==> src/rtl/sram_multiport_ctrl_pkg.sv <==
// Shared types and constants for the multi-channel async-SRAM controller:
// FSM state encoding, byte-lane indices and the wait-counter width helper.
package sram_ctrl_pkg;

  typedef enum logic [1:0] {
    IDLE     = 2'd0,
    RD       = 2'd1,
    WR_SETUP = 2'd2,
    WR_PULSE = 2'd3
  } sram_state_e;

  localparam int NUM_LANES = 2;
  localparam int LANE_LB   = 0;
  localparam int LANE_HB   = 1;

  // Wait counter must count 0..max(RD_WAIT,WR_WAIT); never narrower than 1 bit.
  function automatic int cnt_width(input int rd_wait, input int wr_wait);
    int m;
    m = (rd_wait > wr_wait) ? rd_wait : wr_wait;
    return (m < 1) ? 1 : $clog2(m + 1);
  endfunction

endpackage

==> src/rtl/sram_multiport_ctrl_if.sv <==
// Request/response bus between NUM_CH requesters and the SRAM controller.
// Per-channel fields are flattened, channel i occupying slice i of each vector.
interface sram_multiport_ctrl_if
  import sram_ctrl_pkg::*;
#(
  parameter int NUM_CH = 2,
  parameter int ADDR_W = 18,
  parameter int DATA_W = 16
);
  logic [NUM_CH-1:0]           req;
  logic [NUM_CH-1:0]           we;
  logic [NUM_CH*ADDR_W-1:0]    addr;
  logic [NUM_CH*DATA_W-1:0]    wdata;
  logic [NUM_CH*NUM_LANES-1:0] be;
  logic [NUM_CH-1:0]           gnt;
  logic [NUM_CH-1:0]           rvalid;
  logic [DATA_W-1:0]           rdata;

  modport master (
    output req, we, addr, wdata, be,
    input  gnt, rvalid, rdata
  );

  modport slave (
    input  req, we, addr, wdata, be,
    output gnt, rvalid, rdata
  );
endinterface

==> src/rtl/sram_multiport_ctrl_arbiter.sv <==
// Combinational channel picker: optional strict priority for ch0, otherwise
// round-robin starting at the pointer supplied by the parent.
module rr_arbiter #(
  parameter  int NUM_CH = 2,
  parameter  int PRIO0  = 1,
  localparam int IDX_W  = $clog2(NUM_CH)
) (
  input  logic [NUM_CH-1:0] req,
  input  logic [IDX_W-1:0]  ptr,
  output logic [NUM_CH-1:0] grant,
  output logic [IDX_W-1:0]  idx,
  output logic              valid
);

  function automatic int wrap(input int v);
    return (v >= NUM_CH) ? v - NUM_CH : v;
  endfunction

  // NOTE: every output gets a default before any conditional write, so no latch is inferred.
  always_comb begin
    grant = '0;
    idx   = '0;
    valid = 1'b0;
    for (int i = 0; i < NUM_CH; i++) begin
      if (!valid && req[wrap(int'(ptr) + i)]) begin
        valid = 1'b1;
        idx   = IDX_W'(wrap(int'(ptr) + i));
      end
    end
    if (PRIO0 != 0 && req[0]) begin
      valid = 1'b1;
      idx   = '0;
    end
    if (valid) grant[idx] = 1'b1;
  end

endmodule

==> src/rtl/sram_multiport_ctrl.sv <==
// Async-SRAM controller arbitrating NUM_CH channels onto one 16-bit port with
// programmable read/write wait states and byte-lane writes. All outputs registered.
module sram_multiport_ctrl
  import sram_ctrl_pkg::*;
#(
  parameter int NUM_CH  = 2,
  parameter int ADDR_W  = 18,
  parameter int DATA_W  = 16,
  parameter int RD_WAIT = 1,
  parameter int WR_WAIT = 1,
  parameter int PRIO0   = 1
) (
  input  logic                  clk100,
  input  logic                  rst_n,
  sram_multiport_ctrl_if.slave  bus,
  output logic [ADDR_W-1:0]     ram_addr,
  input  logic [DATA_W-1:0]     ram_din,
  output logic [DATA_W-1:0]     ram_dout,
  output logic                  ram_ce,
  output logic                  ram_oe,
  output logic                  ram_we,
  output logic                  ram_lb,
  output logic                  ram_hb
);

  localparam int IDX_W = $clog2(NUM_CH);
  localparam int CNT_W = cnt_width(RD_WAIT, WR_WAIT);
  localparam logic [CNT_W-1:0] RD_LAST = CNT_W'(RD_WAIT);
  localparam logic [CNT_W-1:0] WR_LAST = CNT_W'(WR_WAIT);

  sram_state_e              state_q, state_d;
  logic [CNT_W-1:0]         cnt_q, cnt_d;
  logic [IDX_W-1:0]         ptr_q, sel_q;
  logic [NUM_LANES-1:0]     be_q;

  logic [NUM_CH-1:0]        win_oh;
  logic [IDX_W-1:0]         win_idx;
  logic                     win_valid;
  logic                     win_we;
  logic [NUM_LANES-1:0]     win_be;
  logic [ADDR_W-1:0]        win_addr;
  logic [DATA_W-1:0]        win_wdata;
  logic                     accept, start;

  logic [NUM_CH-1:0]        gnt_q, gnt_d, rvalid_q, rvalid_d;
  logic [DATA_W-1:0]        rdata_q;
  logic [NUM_LANES-1:0]     lanes_d;
  logic                     ce_d, oe_d, we_d, lb_d, hb_d;

  rr_arbiter #(.NUM_CH(NUM_CH), .PRIO0(PRIO0)) u_arb (
    .req   (bus.req),
    .ptr   (ptr_q),
    .grant (win_oh),
    .idx   (win_idx),
    .valid (win_valid)
  );

  assign win_we    = bus.we[win_idx];
  assign win_be    = bus.be[int'(win_idx)*NUM_LANES +: NUM_LANES];
  assign win_addr  = bus.addr[int'(win_idx)*ADDR_W +: ADDR_W];
  assign win_wdata = bus.wdata[int'(win_idx)*DATA_W +: DATA_W];

  // A write with no lanes enabled is granted but never touches the SRAM.
  assign accept = (state_q == IDLE) && win_valid;
  assign start  = accept && !(win_we && (win_be == '0));

  // NOTE: sequential state uses non-blocking assignments so every register samples pre-edge values.
  always_ff @(posedge clk100 or negedge rst_n) begin
    if (!rst_n) begin
      state_q <= IDLE;
      cnt_q   <= '0;
    end else begin
      state_q <= state_d;
      cnt_q   <= cnt_d;
    end
  end

  always_comb begin
    state_d = state_q;
    cnt_d   = cnt_q;
    unique case (state_q)
      IDLE: begin
        cnt_d = '0;
        if (start) state_d = win_we ? WR_SETUP : RD;
      end
      RD: begin
        if (cnt_q == RD_LAST) begin
          state_d = IDLE;
          cnt_d   = '0;
        end else begin
          cnt_d = cnt_q + CNT_W'(1);
        end
      end
      WR_SETUP: begin
        state_d = WR_PULSE;
        cnt_d   = '0;
      end
      WR_PULSE: begin
        if (cnt_q == WR_LAST) begin
          state_d = IDLE;
          cnt_d   = '0;
        end else begin
          cnt_d = cnt_q + CNT_W'(1);
        end
      end
      default: state_d = IDLE;
    endcase
  end

  // Next-cycle values of the registered outputs, decoded from the state being entered.
  always_comb begin
    gnt_d    = accept ? win_oh : '0;
    rvalid_d = '0;
    if (state_q == RD && cnt_q == RD_LAST) rvalid_d[sel_q] = 1'b1;
    lanes_d  = (state_q == IDLE) ? win_be : be_q;
    ce_d = 1'b0;
    oe_d = 1'b0;
    we_d = 1'b0;
    lb_d = 1'b0;
    hb_d = 1'b0;
    unique case (state_d)
      RD: begin
        ce_d = 1'b1;
        oe_d = 1'b1;
        lb_d = 1'b1;
        hb_d = 1'b1;
      end
      WR_SETUP, WR_PULSE: begin
        ce_d = 1'b1;
        we_d = (state_d == WR_PULSE);
        lb_d = lanes_d[LANE_LB];
        hb_d = lanes_d[LANE_HB];
      end
      default: ;
    endcase
  end

  // NOTE: every register here has an explicit reset value; there is no storage array to leave unreset.
  always_ff @(posedge clk100 or negedge rst_n) begin
    if (!rst_n) begin
      gnt_q    <= '0;
      rvalid_q <= '0;
      rdata_q  <= '0;
      ram_addr <= '0;
      ram_dout <= '0;
      ram_ce   <= 1'b0;
      ram_oe   <= 1'b0;
      ram_we   <= 1'b0;
      ram_lb   <= 1'b0;
      ram_hb   <= 1'b0;
      ptr_q    <= '0;
      sel_q    <= '0;
      be_q     <= '0;
    end else begin
      gnt_q    <= gnt_d;
      rvalid_q <= rvalid_d;
      ram_ce   <= ce_d;
      ram_oe   <= oe_d;
      ram_we   <= we_d;
      ram_lb   <= lb_d;
      ram_hb   <= hb_d;
      if (rvalid_d != '0) rdata_q <= ram_din;
      if (accept) ptr_q <= (win_idx == IDX_W'(NUM_CH - 1)) ? '0 : win_idx + IDX_W'(1);
      if (start) begin
        sel_q    <= win_idx;
        be_q     <= win_be;
        ram_addr <= win_addr;
        if (win_we) ram_dout <= win_wdata;
      end
    end
  end

  assign bus.gnt    = gnt_q;
  assign bus.rvalid = rvalid_q;
  assign bus.rdata  = rdata_q;

endmodule

==> src/flat_wrapper.sv <==
// flat-port wrapper written by rule: the top's interface ports become plain ports
module sram_multiport_ctrl_flat import sram_ctrl_pkg::*;
#(
  parameter int NUM_CH  = 2,
  parameter int ADDR_W  = 18,
  parameter int DATA_W  = 16,
  parameter int RD_WAIT = 1,
  parameter int WR_WAIT = 1,
  parameter int PRIO0   = 1
)
  (clk100, rst_n, ram_addr, ram_din, ram_dout, ram_ce, ram_oe, ram_we, ram_lb, ram_hb, bus_req, bus_we, bus_addr, bus_wdata, bus_be, bus_gnt, bus_rvalid, bus_rdata);
  sram_multiport_ctrl_if #(.NUM_CH(NUM_CH), .ADDR_W(ADDR_W), .DATA_W(DATA_W)) bus_i ();
  input  logic clk100;
  input  logic rst_n;
  output logic [ADDR_W-1:0] ram_addr;
  input  logic [DATA_W-1:0] ram_din;
  output logic [DATA_W-1:0] ram_dout;
  output logic ram_ce;
  output logic ram_oe;
  output logic ram_we;
  output logic ram_lb;
  output logic ram_hb;
  input wire logic [$bits(bus_i.req)-1:0] bus_req;
  input wire logic [$bits(bus_i.we)-1:0] bus_we;
  input wire logic [$bits(bus_i.addr)-1:0] bus_addr;
  input wire logic [$bits(bus_i.wdata)-1:0] bus_wdata;
  input wire logic [$bits(bus_i.be)-1:0] bus_be;
  output wire logic [$bits(bus_i.gnt)-1:0] bus_gnt;
  output wire logic [$bits(bus_i.rvalid)-1:0] bus_rvalid;
  output wire logic [$bits(bus_i.rdata)-1:0] bus_rdata;
  assign bus_i.req = bus_req;
  assign bus_i.we = bus_we;
  assign bus_i.addr = bus_addr;
  assign bus_i.wdata = bus_wdata;
  assign bus_i.be = bus_be;
  assign bus_gnt = bus_i.gnt;
  assign bus_rvalid = bus_i.rvalid;
  assign bus_rdata = bus_i.rdata;
  sram_multiport_ctrl #(.NUM_CH(NUM_CH), .ADDR_W(ADDR_W), .DATA_W(DATA_W), .RD_WAIT(RD_WAIT), .WR_WAIT(WR_WAIT), .PRIO0(PRIO0)) u_core (.clk100(clk100), .rst_n(rst_n), .bus(bus_i), .ram_addr(ram_addr), .ram_din(ram_din), .ram_dout(ram_dout), .ram_ce(ram_ce), .ram_oe(ram_oe), .ram_we(ram_we), .ram_lb(ram_lb), .ram_hb(ram_hb));
endmodule
==> config.mk <==
export PLATFORM = sky130hd
export DESIGN_NAME = sram_multiport_ctrl_flat
export DESIGN_NICKNAME = d
export VERILOG_FILES = /design/src/rtl/sram_multiport_ctrl_pkg.sv /design/src/rtl/sram_multiport_ctrl_if.sv /design/src/rtl/sram_multiport_ctrl_arbiter.sv /design/src/rtl/sram_multiport_ctrl.sv /design/src/flat_wrapper.sv
export SDC_FILE = /design/constraint.sdc
export NUM_CORES = 1
export LEC_CHECK = 0
export BUFFER_PORTS_ARGS = -buffer_cell sky130_fd_sc_hd__buf_2
export CORE_ASPECT_RATIO = 0.5
export CORE_MARGIN = 3
export CORE_UTILIZATION = 30
export DETAILED_ROUTE_END_ITERATION = 7
export PLACE_DENSITY = 0.55
export SLEW_MARGIN = 10
export SYNTH_ARGS = -nofsm -noshare
export SYNTH_HDL_FRONTEND = slang
export SYNTH_SLANG_ARGS = --single-unit
==> constraint.sdc <==
create_clock -name clk100 -period 1.6 [get_ports clk100]
set_input_delay 0.16 -clock clk100 [delete_from_list [all_inputs] [get_ports clk100]]
set_output_delay 0.16 -clock clk100 [all_outputs]
set_load 0.03 [all_outputs]
; Word level (Yosys, flattened, before mapping)
; Cells that the tools add are included.
[totals]
register_bits = 66
latchBits = 0
ramBits = 0
mem_bits_ro = 0
input_bits = 94
out_inout_bits = 59
elab_cells = 91
memories = 0
[classes]
addsub = 5
mul = 1
div_mod_pow = 0
n_lt_le_gt_ge = 8
n_eq_ne = 6
shifts = 3
n_mux = 36
bitwise = 0
n_reduce_logical = 17
[ops]
columns = op, count
row1 = "< comparator 32 x 3 -> 1 bit, second input constant", 2
row2 = 2-to-1 mux 32 bit, 2
row3 = indexed part select 36 x 32 -> 18 bit, 1
row4 = indexed part select 32 x 6 -> 16 bit, 1
row5 = 2-to-1 mux 1 bit, 21
row6 = 2-to-1 mux 2 bit, 7
row7 = "equality test 2 bit, second input constant", 4
row8 = logical AND 1 bit, 7
row9 = one-hot mux 1 bit (2 select lines), 3
row10 = one-hot mux 2 bit (3 select lines), 1
row11 = OR reduction 2 bit, 3
row12 = "multiplier 1 x 4 -> 5 bit, second input constant", 1
row13 = "equality test 2 x 1 -> 1 bit, second input constant", 2
row14 = logical NOT 2 bit, 2
row15 = "< comparator 1 x 2 -> 1 bit, second input constant", 2
row16 = indexed part select 4 x 3 -> 2 bit, 1
row17 = OR reduction 3 bit, 1
row18 = "subtractor 1 x 2 -> 3 bit, second input constant", 1
row19 = "subtractor 2 x 2 -> 3 bit, second input constant", 1
row20 = "adder 1 bit, second input constant", 2
row21 = "adder 1 x 1 -> 2 bit, second input constant", 1
row22 = demux 1 bit (select 1 bit), 2
row23 = "greater-or-equal comparator 1 bit, second input constant", 2
row24 = "greater-or-equal comparator 1 x 2 -> 1 bit, second input constant", 1
row25 = other kinds (4), 5

; Depth between registers and ports, before layout
; Gate-level depths: netlist (run 1).
[logic_depth]
depth_word = 20
mapped_depth = 6
depth_no_buf = 4

; Modules after synthesis
; From an unflattened synthesis (run 1), not the netlist that was laid out.
[hier_totals]
cells_unflattened = 247
hier_area_um2 = 2869.0
[by_module_without_submodules]
columns = mod, instances, cells_per_inst, area_per_inst_um2
row1 = sram_multiport_ctrl, 1, 243, 2845.2
row2 = rr_arbiter, 1, 4, 23.8

; Worst setup path before layout (run 1)
; OpenSTA, ideal clock, no wires.
[synth_path]
kind = reg2reg
start = register u_core.state_q[0]
end = register u_core.ram_addr[0]
setup_ps = 125
t_arrival_ps = 1496
required_ps = 1475
setup_slack_ps = -22
stages_incl_launch_ff = 7
period_less_slack_ps = 1622
cell_sequence = dfrtp_1 or2_1 buf_6 a211oi_4 nor2_2 buf_6 mux2_4
[synth_between]
elab_chain_len = 3
[synth_rtl]
columns = item, line_no
row1 = from (decl), sram_multiport_ctrl.sv:31  ; sram_state_e state_q, state_d;
row2 = from (signal assigned), sram_multiport_ctrl.sv:73  ; state_q <= state_d;
row3 = logical NOT 2 bit, sram_multiport_ctrl.sv:64  ; assign accept = (state_q == IDLE) && win_valid;
row4 = logical AND 1 bit, sram_multiport_ctrl.sv:64
row5 = logical AND 1 bit, sram_multiport_ctrl.sv:65  ; assign start = accept && !(win_we && (win_be == '0));
row6 = to (signal assigned), sram_multiport_ctrl.sv:167  ; ram_addr <= win_addr;
row7 = to (decl), sram_multiport_ctrl.sv:16  ; output logic [ADDR_W-1:0] ram_addr,
; Every way passes these cells.
; A chain may end at the register's enable or synchronous reset.

; Worst setup path in the final report (run 1)
[layout_path]
start = register u_core.state_q[1]
end = register u_core.ram_addr[6]
; Same word-level chain as after synthesis.

==> flow_summary.ini, run 1 <==
[outcome]
outcome = completed

[cts]
cts_tree = built
insertion_delay_ns = 0.32
cts_root_buf = clkbuf_16
cts_sinks = 65
clkTransAtPathRegs_ns = 0.05
cts_setup_buffers = 0
cts_inserted_buffers = 9
h-tree-depth = 3
ctsLongestPathBuffers = 2

[yosys]
yosysSeqAreaShare = 0.528
synthCells = 223
synth.net_count = 317
syn_area_um2 = 3080
avgSynthCellArea_um2 = 13.8
synth_edf_count = 0
synth_top_area_frac = 0.528
ys_seq_elements = 65
synth_area_leaders = dfrtp_1 53%, mux2_2 13%, mux2_4 8.8%, mux2i_1 5.2%, a31oi_1 3.7%
yosysTopAreaCell = dfrtp_1
async_flop_share = 1.00
yosys_most_used_dff = dfrtp_1
ys_types = 30
synth_warnings = 0

[sta]
rsz0062_at_grt = no
fin_crit_sh = 0.959
worstMarginPinSlew_ns = 0.436
timing.hold.ws_ns = 0.0702
period_minus_slack_ns = 1.53
hold_viol = 0
fmax_ghz = 0.652
slew_viol_final = 0
setup_ws_ns = 0.0653
fin_worst_skew_ns = 0.00637
slew_headroom = 0.709
setup_viol = 0

[drt]
antenna_left = 0
wl_um = 7400
num_vias = 2343
firstDrtPassIters = 4
first_iter_violations = 113
drc = 0
wl_per_cell_um = 14.1
avgViaCountPerCell = 4.45

[worst_setup_path]
crit_cells = 5
startpoint = u_core.state_q[1]
r2r_slack_ns = 0.07
crit_family = flip-flops
cp-end-kind = flop
worst-setup-path-type = reg2reg
crit_slowest_cell = dfrtp_1
cp_max_fo = 18
required_ns = 1.80
r2r.worst_path.cells = 5
cp.arrival_ns = 1.74
cpPeakStageDelay_ns = 0.37
crit_buf_inv = 1
startpoint_type = flop
r2r-start = u_core.state_q[1]
r2r_end = u_core.ram_addr[6]
path_cells = or2_4, a211oi_4, nor2_2, buf_12, mux2_4
crit_end = u_core.ram_addr[6]

[placed_design]
dp_hpwl_um = 5610
numPortBuffers = 152
place.gp.congestion = 0.788
place_ws_ns = -0.0132

[floorplanning]
fp.dieH_um = 77.6
coreArea_um2 = 9700
rows = 25
io_pins = 153
start_util = 0.317
die_x_um = 149
die-area_um2 = 11600

[pwr]
irDropWorstVdd_uv = 773
p_per_area_nw_per_um2 = 2110
power.leakage_uw = 0.00219

[worst_hold_path]
hp-class = in2reg

[finish]
drive_above_1_share = 0.621
area_delta_synth_final_pct = 40.3
n_antenna_cell = 0
nets = 480

[global_routing]
grt_pass1_vias = 2409
antenna_found_initial = 0
grt_max_degree = 66
globalRouteOverflowTotal = 0
track_usage = 0.128
grt_pass1_wl_um = 11800

[job]
drv_cap = 0
[per-stage QoR]
step / util / area [um2] / total power [uW] / instances / TNS [ns]
2_1_floorplan: - / 3080 / 6000 / 223 / 0
6_report: 0.445 / 4320 / 9090 / 526 / 0
5_1_grt: 0.445 / 4320 / 9620 / 526 / 0
4_1_cts: 0.445 / 4310 / 9220 / 526 / 0
3_3_place_gp: 0.415 / 4020 / 7270 / 509 / 0
3_5_place_dp: 0.415 / 4020 / 7360 / 509 / -0.123
[registers in the layout (all words and copies together), names as in the netlist, 2 cells and up]
name               cells
u_core.be_q            2
u_core.bus.gnt         2
u_core.bus.rdata      16
u_core.bus.rvalid      2
u_core.ram_addr       18
u_core.ram_dout       16
u_core.state_q         2
[Yosys cell counts (3+ instances only)]
library cell,instances
buf_6,8
clkbuf_1,3
mux2_2,36
a31oi_1,18
mux2_4,18
nor2_1,8
a21oi_1,19
dfrtp_1,65
inv_1,3
nand2_1,3
mux2i_1,16
[power by group]
part | total, uW | internal, uW | switching [uW]
clock | 1780 | 1120 | 653
combinational | 4470 | 1750 | 2720
sequential | 2850 | 2460 | 388
total | 9090 | 5330 | 3760
[cells by family after synthesis]
logic type             Yosys count  synth area share
AO/OA/AOI/OAI                   47             0.104
buffers and inverters           18            0.0496
flip-flops                      65             0.528
multiplexers                    70             0.272
AND/OR/NAND/NOR                 23            0.0468
[timing repair]
action                                  in CTS  in global routing
pin swaps                                    0                  1
resized for setup                            1                  1
endpoints found under the hold margin       65                  0
endpoints found under the setup margin      18                 18
hold buffers                                 1                  0
[final cells by class]
class	count	area [um2]
fill	901	5380
sequential	65	1630
tap	135	169
multi-input combinational	140	1310
inverter	3	11.3
timing repair buffer	167	926
clock inverter	3	15.0
clock buffer	13	260
[layer usage]
layer / track usage / vias up / part of all wire
met5: 0 / - / 0
met4: 0.0384 / 0 / 0.011
met3: 0.0362 / 8 / 0.053
met2: 0.225 / 70 / 0.52
met1: 0.152 / 1123 / 0.41
li1: - / 1142 / -
[worst min path at each step]
stage / to / startpoint / cells after the start / slack (ns)
after floorplan: u_core.be_q[0] / rst_n / 0 / -0.14
after global placement: u_core.ram_addr[0] / rst_n / 2 / 0.20
after detailed placement: u_core.ram_addr[3] / rst_n / 2 / 0.20
after CTS: u_core.bus.rdata[4] / ram_din[4] / 2 / 0.06
after global routing: u_core.bus.rdata[14] / ram_din[14] / 2 / 0.06
final: u_core.bus.rdata[0] / ram_din[0] / 2 / 0.07
[cell usage in the layout (no fill, tap or decap)]
| cell | netlist | layout |
|---|---|---|
| buf_2 | 2 | 152 |
| dfrtp_1 | 65 | 65 |
| mux2_2 | 36 | 36 |
| a21oi_1 | 19 | 19 |
| a31oi_1 | 18 | 18 |
| mux2_4 | 18 | 18 |
| mux2i_1 | 16 | 16 |
| buf_4 | 0 | 10 |
| clkbuf_16 | 0 | 9 |
| nor2_1 | 8 | 7 |
| buf_12 | 0 | 4 |
| nand2_1 | 3 | 3 |
| inv_1 | 3 | 3 |
| clkinv_2 | 0 | 3 |
| nor2b_1 | 2 | 2 |
| o31a_1 | 2 | 2 |
| nor2_2 | 1 | 2 |
| nand2b_1 | 2 | 2 |
| o21ai_0 | 2 | 2 |
| a211oi_4 | 1 | 2 |
| a22o_1 | 2 | 2 |
| clkbuf_8 | 0 | 2 |
| clkbuf_1 | 3 | 2 |
| or2_4 | 0 | 1 |
| nor3b_1 | 1 | 1 |
| nand2b_4 | 1 | 1 |
| nand3b_1 | 1 | 1 |
| nor4b_4 | 1 | 1 |
| a221oi_4 | 1 | 1 |
| and2_1 | 1 | 1 |
| or2_2 | 1 | 1 |
| o21bai_1 | 1 | 1 |
| dlygate4sd3_1 | 0 | 1 |
[worst register-to-register path, cell delays in order (launching register included)]
cell	delay (ns)
dfrtp_1	0.37
or2_4	0.28
a211oi_4	0.20
nor2_2	0.09
buf_12	0.17
mux2_4	0.31
(Power assumes the default switching activity.)
==> run 2, diff against run 1 <==
--- a/config.mk
+++ b/config.mk
@@ -7,10 +7,9 @@
 export LEC_CHECK = 0
 export BUFFER_PORTS_ARGS = -buffer_cell sky130_fd_sc_hd__buf_2
 export CORE_ASPECT_RATIO = 0.5
-export CORE_MARGIN = 3
-export CORE_UTILIZATION = 30
+export CORE_UTILIZATION = 41
 export DETAILED_ROUTE_END_ITERATION = 7
-export PLACE_DENSITY = 0.55
+export PLACE_DENSITY = 0.73
 export SLEW_MARGIN = 10
 export SYNTH_ARGS = -nofsm -noshare
 export SYNTH_HDL_FRONTEND = slang
==> run 2 against run 1 <==
Compared with the run above:
- die area down 32%
- clock skew about the same
- setup slack worse by 0.035 ns
- design area up 0.32%
- count of clock-buffer cells in the layout up 2
- worst hold slack worse by 0.015 ns
- cell count down 7.6%
- maximum frequency down 2.2%
- first-iteration DRC count up 13%
- routed wire length down 3.3%
- via count up 1.7%
- non-clock buffer count up 3
==> flow_summary.ini, run 2 (synthesis results as in run 1) <==
[outcome]
outcome = completed

[drt]
first_iter_violations = 128
num_vias = 2382
avgViaCountPerCell = 4.90
firstDrtPassIters = 4
drc = 0
wl_per_cell_um = 14.7
antenna_left = 0
wl_um = 7160

[cts]
cts_root_buf = clkbuf_16
cts_inserted_buffers = 9
insertion_delay_ns = 0.33
cts_sinks = 65
cts_tree = built
h-tree-depth = 3
clkTransAtPathRegs_ns = 0.05
ctsLongestPathBuffers = 2

[sta]
fmax_ghz = 0.637
worstMarginPinSlew_ns = 0.452
slew_headroom = 0.699
period_minus_slack_ns = 1.57
setup_ws_ns = 0.0306
fin_worst_skew_ns = 0.00596
timing.hold.ws_ns = 0.0556
fin_crit_sh = 0.981
slew_viol_final = 0
hold_viol = 0
setup_viol = 0

[finish]
multi_input_area_um2 = 1310
nets = 483
layout_commonest_cell = buf_2
regMostFlops = u_core.ram_addr
drive_above_1_share = 0.624
finalNonFillerCells = 486
largest_reg_flops = 18
n_antenna_cell = 0
mostFrequentLayoutCells = 152 x buf_2, 65 x dfrtp_1, 36 x mux2_2, 19 x a21oi_1
fill_cells = 569
area_delta_synth_final_pct = 40.8
ff_latch_area_um2 = 1630
final_area_um2 = 4330

[floorplanning]
start_util = 0.442
fp.dieH_um = 63.3
coreArea_um2 = 6960
rows = 21
die_x_um = 125
die-area_um2 = 7880
io_pins = 153

[worst_setup_path]
r2r_end = u_core.ram_addr[13]
r2r-start = u_core.state_q[1]
startpoint_type = flop
cp.arrival_ns = 1.78
worst-setup-path-type = reg2reg
path_cells = or2_4, a211oi_4, nor2_2, buf_12, mux2_4
required_ns = 1.81
r2r.worst_path.cells = 5
cpPeakStageDelay_ns = 0.38
cp_max_fo = 18
crit_slowest_cell = dfrtp_1
cp-end-kind = flop
r2r_slack_ns = 0.03

[global_routing]
globalRouteOverflowTotal = 0
grt_pass1_vias = 2443
grt_pass1_wl_um = 11700
met3_usage = 0.0680
grt.busiest_layer = met2
antenna_found_initial = 0
grt_util_met1 = 0.229
grt_max_degree = 36
track_usage = 0.194
grt_use_met2 = 0.318

[pwr]
power_uw = 9220
irDropWorstVdd_uv = 777
p_per_area_nw_per_um2 = 2130
power.leakage_uw = 0.00222

[worst_hold_path]
holdPathStages = 2
min_to = u_core.bus.rdata[13]
min-delay-start = ram_din[13]
hp-class = in2reg

[placed_design]
place_ws_ns = -0.0209
numPortBuffers = 152
dp_hpwl_um = 5460
placed_cell_area_um2 = 4000
place.gp.congestion = 0.812
dp_cells = 467

[job]
drv_cap = 0
run 2: cell types whose count changed in the layout (fill, tap and decap cells not counted), sizes merged:
cell | before | now
clkbuf | 13 | 15
buf | 166 | 169
clkinvlp | 0 | 1
clkinv | 3 | 0
run 2: critical path, delay by kind of cell, from the launching register on:
family          cells  cell delay [ns]
buf+inv             1             0.17
compound gates      1             0.21
simple gates        2             0.38
mux                 1             0.30
flops               1             0.38
run 2: report_power, final:
group	total [uW]	internal (uW)	switching, uW
logic	4450	1770	2690
clock network	1890	1220	669
registers	2880	2460	414
total	9220	5450	3770
run 2: cell type report:
cell class              count  share of cell area
clock buffers              15              0.0664
clock inverters             1             0.00173
inverters                   3             0.00260
multi-input cells         140               0.303
flip-flops and latches     65               0.375
well taps                  92              0.0266
repair buffers            170               0.225
run 2: how the worst max path moves through the flow:
stage | from | end | slack [ns] | depth (start not counted)
6_report | u_core.state_q[1] | u_core.ram_addr[13] | 0.03 | 5
5_1_grt | u_core.state_q[1] | u_core.ram_addr[15] | -0.02 | 5
3_3_place_gp | u_core.state_q[1] | u_core.ram_addr[11] | 0.03 | 5
4_1_cts | u_core.state_q[1] | u_core.ram_addr[13] | 0.009 | 5
3_5_place_dp | u_core.state_q[1] | u_core.ram_addr[8] | -0.02 | 5
2_1_floorplan | u_core.state_q[0] | u_core.ram_addr[0] | 0.005 | 6
run 2: what timing repair did:
item	4_1_cts	5_1_grt
hold buffers	1	0
setup endpoints to repair	18	18
resized for setup	1	1
setup buffers	0	2
pin swaps	0	1
hold endpoints to repair	16	0
gates cloned	0	0
run 2: per-stage QoR:
step,util,TNS (ns)
2_1_floorplan,-,0
3_3_place_gp,0.575,0
3_5_place_dp,0.575,-0.238
4_1_cts,0.619,0
5_1_grt,0.622,-0.116
6_report,0.622,0
run 2: per-layer routing:
metal | share of wire | up-vias
met2 | 0.51 | 76
met1 | 0.42 | 1148
li1 | - | 1141
met4 | 0.022 | 0
met5 | 0 | -
met3 | 0.048 | 17
==> run 3, diff against run 2 <==
==> constraint.sdc (replaced) <==
create_clock -name clk100 -period 1.6 [get_ports clk100]
set_input_delay 0 -clock clk100 [delete_from_list [all_inputs] [get_ports clk100]]
set_output_delay 0 -clock clk100 [all_outputs]
set_load 0.03 [all_outputs]
==> run 3 against run 2 <==
Compared with the run above:
- global-route usage down 0.27 points
- count of clock-buffer cells in the layout down 3
- core utilization up 2.8 points
- setup slack better by 0.016 ns
- critical path type unchanged
- critical endpoint unchanged
==> flow_summary.ini, run 3 (synthesis results as in run 1) <==
[drt]
wl_per_cell_um = 14.8
avgViaCountPerCell = 4.89
drc = 0
first_iter_violations = 104
wl_um = 7510
firstDrtPassIters = 4
num_vias = 2480
antenna_left = 0

[pwr]
seqPwrFrac = 0.310
p_per_area_nw_per_um2 = 2040
switching_share = 0.403
p_clk_frac = 0.206
switchingPower_uw = 3730
combPwrFrac = 0.484
p_int_uw = 5520
irDropWorstVdd_uv = 889
power.leakage_uw = 0.00231

[floorplanning]
rows = 21
start_util = 0.442
io_pins = 153
die_x_um = 125
coreArea_um2 = 6960
die-area_um2 = 7880
fp.dieH_um = 63.3

[worst_setup_path]
cp_max_fo = 18
cp-end-kind = flop
r2r.worst_path.cells = 5
cp.arrival_ns = 1.75
startpoint_type = flop
worst-setup-path-type = reg2reg
required_ns = 1.80

[finish]
nets = 505
regMostFlops = u_core.ram_addr
n_antenna_cell = 0
mostFrequentLayoutCells = 152 x buf_2, 65 x dfrtp_1, 36 x mux2_2, 23 x dlygate4sd3_1, 19 x a21oi_1
final_area_um2 = 4530
layout_commonest_cell = buf_2
fin_util = 0.650
finalNonFillerCells = 507
area_delta_synth_final_pct = 47.1
drive_above_1_share = 0.593
largest_reg_flops = 18

[sta]
period_minus_slack_ns = 1.55
rsz0062_at_grt = yes
setup_viol = 0
hold_viol = 0
fin_worst_skew_ns = 0.00406
slew_headroom = 0.229
fmax_ghz = 0.644
timing.hold.ws_ns = 0.0116
fin_crit_sh = 0.971
slew_viol_final = 0
setup_tns_ns = 0
worstMarginPinSlew_ns = 1.16

[cts]
cts_setup_buffers = 0
clkTransAtPathRegs_ns = 0.05
cts_tree = built
insertion_delay_ns = 0.32
cts_sinks = 65
ctsLongestPathBuffers = 2
cts_root_buf = clkbuf_16
cts_inserted_buffers = 9
h-tree-depth = 3

[global_routing]
grt_max_degree = 49
globalRouteOverflowTotal = 0
track_usage = 0.191
antenna_found_initial = 0
grt_pass1_wl_um = 11900
grt_pass1_vias = 2541

[placed_design]
place.gp.congestion = 0.767
numPortBuffers = 152
dp_hpwl_um = 5130
placed_cell_area_um2 = 3970
dp_cells = 468

[worst_hold_path]
holdPathStages = 3
hp-class = in2reg

[job]
drv_cap = 0

[outcome]
outcome = completed
==> run 3: worst max-delay path: stages, from the launching register on <==
cell and delay, ns:
dfrtp_1 0.37, or2_4 0.29, a211oi_4 0.19, nor2_2 0.09, buf_12 0.17, mux2_4 0.30
==> run 3: per-stage QoR <==
| stage | setup slack [ns] | total power [uW] |
|---|---|---|
| finish | 0.0468 | 9250 |
| global route | -0.0295 | 9760 |
| CTS | 0.0219 | 9320 |
| detailed placement | -0.318 | 7300 |
| global placement | -0.210 | 7190 |
| floorplan | 0.00480 | 6000 |
==> run 3: routing by layer <==
metal  track usage  vias up  part of all wire  wire (um)
met5             0        -                 0          0
met4        0.0633        0            0.0083         62
met3        0.0510        7             0.048        361
met2         0.335       84              0.52       3900
met1         0.229     1198              0.42       3190
li1              -     1191                 -          -
==> run 3: worst paths after layout <==
path,slack [ns],startpoint,end
worst max-delay path,0.05,u_core.state_q[1],u_core.ram_addr[13]
worst min-delay path,0.01,bus_wdata[19],u_core.ram_dout[3]
worst max register to register,0.05,u_core.state_q[1],u_core.ram_addr[13]
worst min register to register,0.42,u_core.sel_q,u_core.bus.rvalid[0]
max in group asynchronous,0.86,rst_n,u_core.ram_addr[17]
min in group asynchronous,0.15,rst_n,u_core.ram_dout[2]
==> run 3: cell type report <==
cell class | count | area (um2)
multi-input combinational | 141 | 1330
sequential | 65 | 1630
fill | 519 | 2430
clock buffer | 12 | 256
inverter | 3 | 11.3
timing repair buffer | 191 | 1150
tap | 92 | 115
clock inverter | 3 | 40.0
==> run 3: power by group through the flow <==
stage | sequential [uW] | combinational, uW | clock, uW
after floorplan | 4330 | 1660 | 0
after global placement | 2850 | 4340 | 0
after detailed placement | 2870 | 4430 | 0
after CTS | 2870 | 4500 | 1960
after global routing | 2960 | 4770 | 2030
final | 2870 | 4480 | 1910
==> run 3: timing repair <==
item                                    4_1_cts  5_1_grt
hold buffers                                 23        0
endpoints found under the setup margin       18       32
gates resized for setup                       1        2
gates cloned                                  0        1
hold endpoints to repair                     37        0
pin swaps                                     0        2
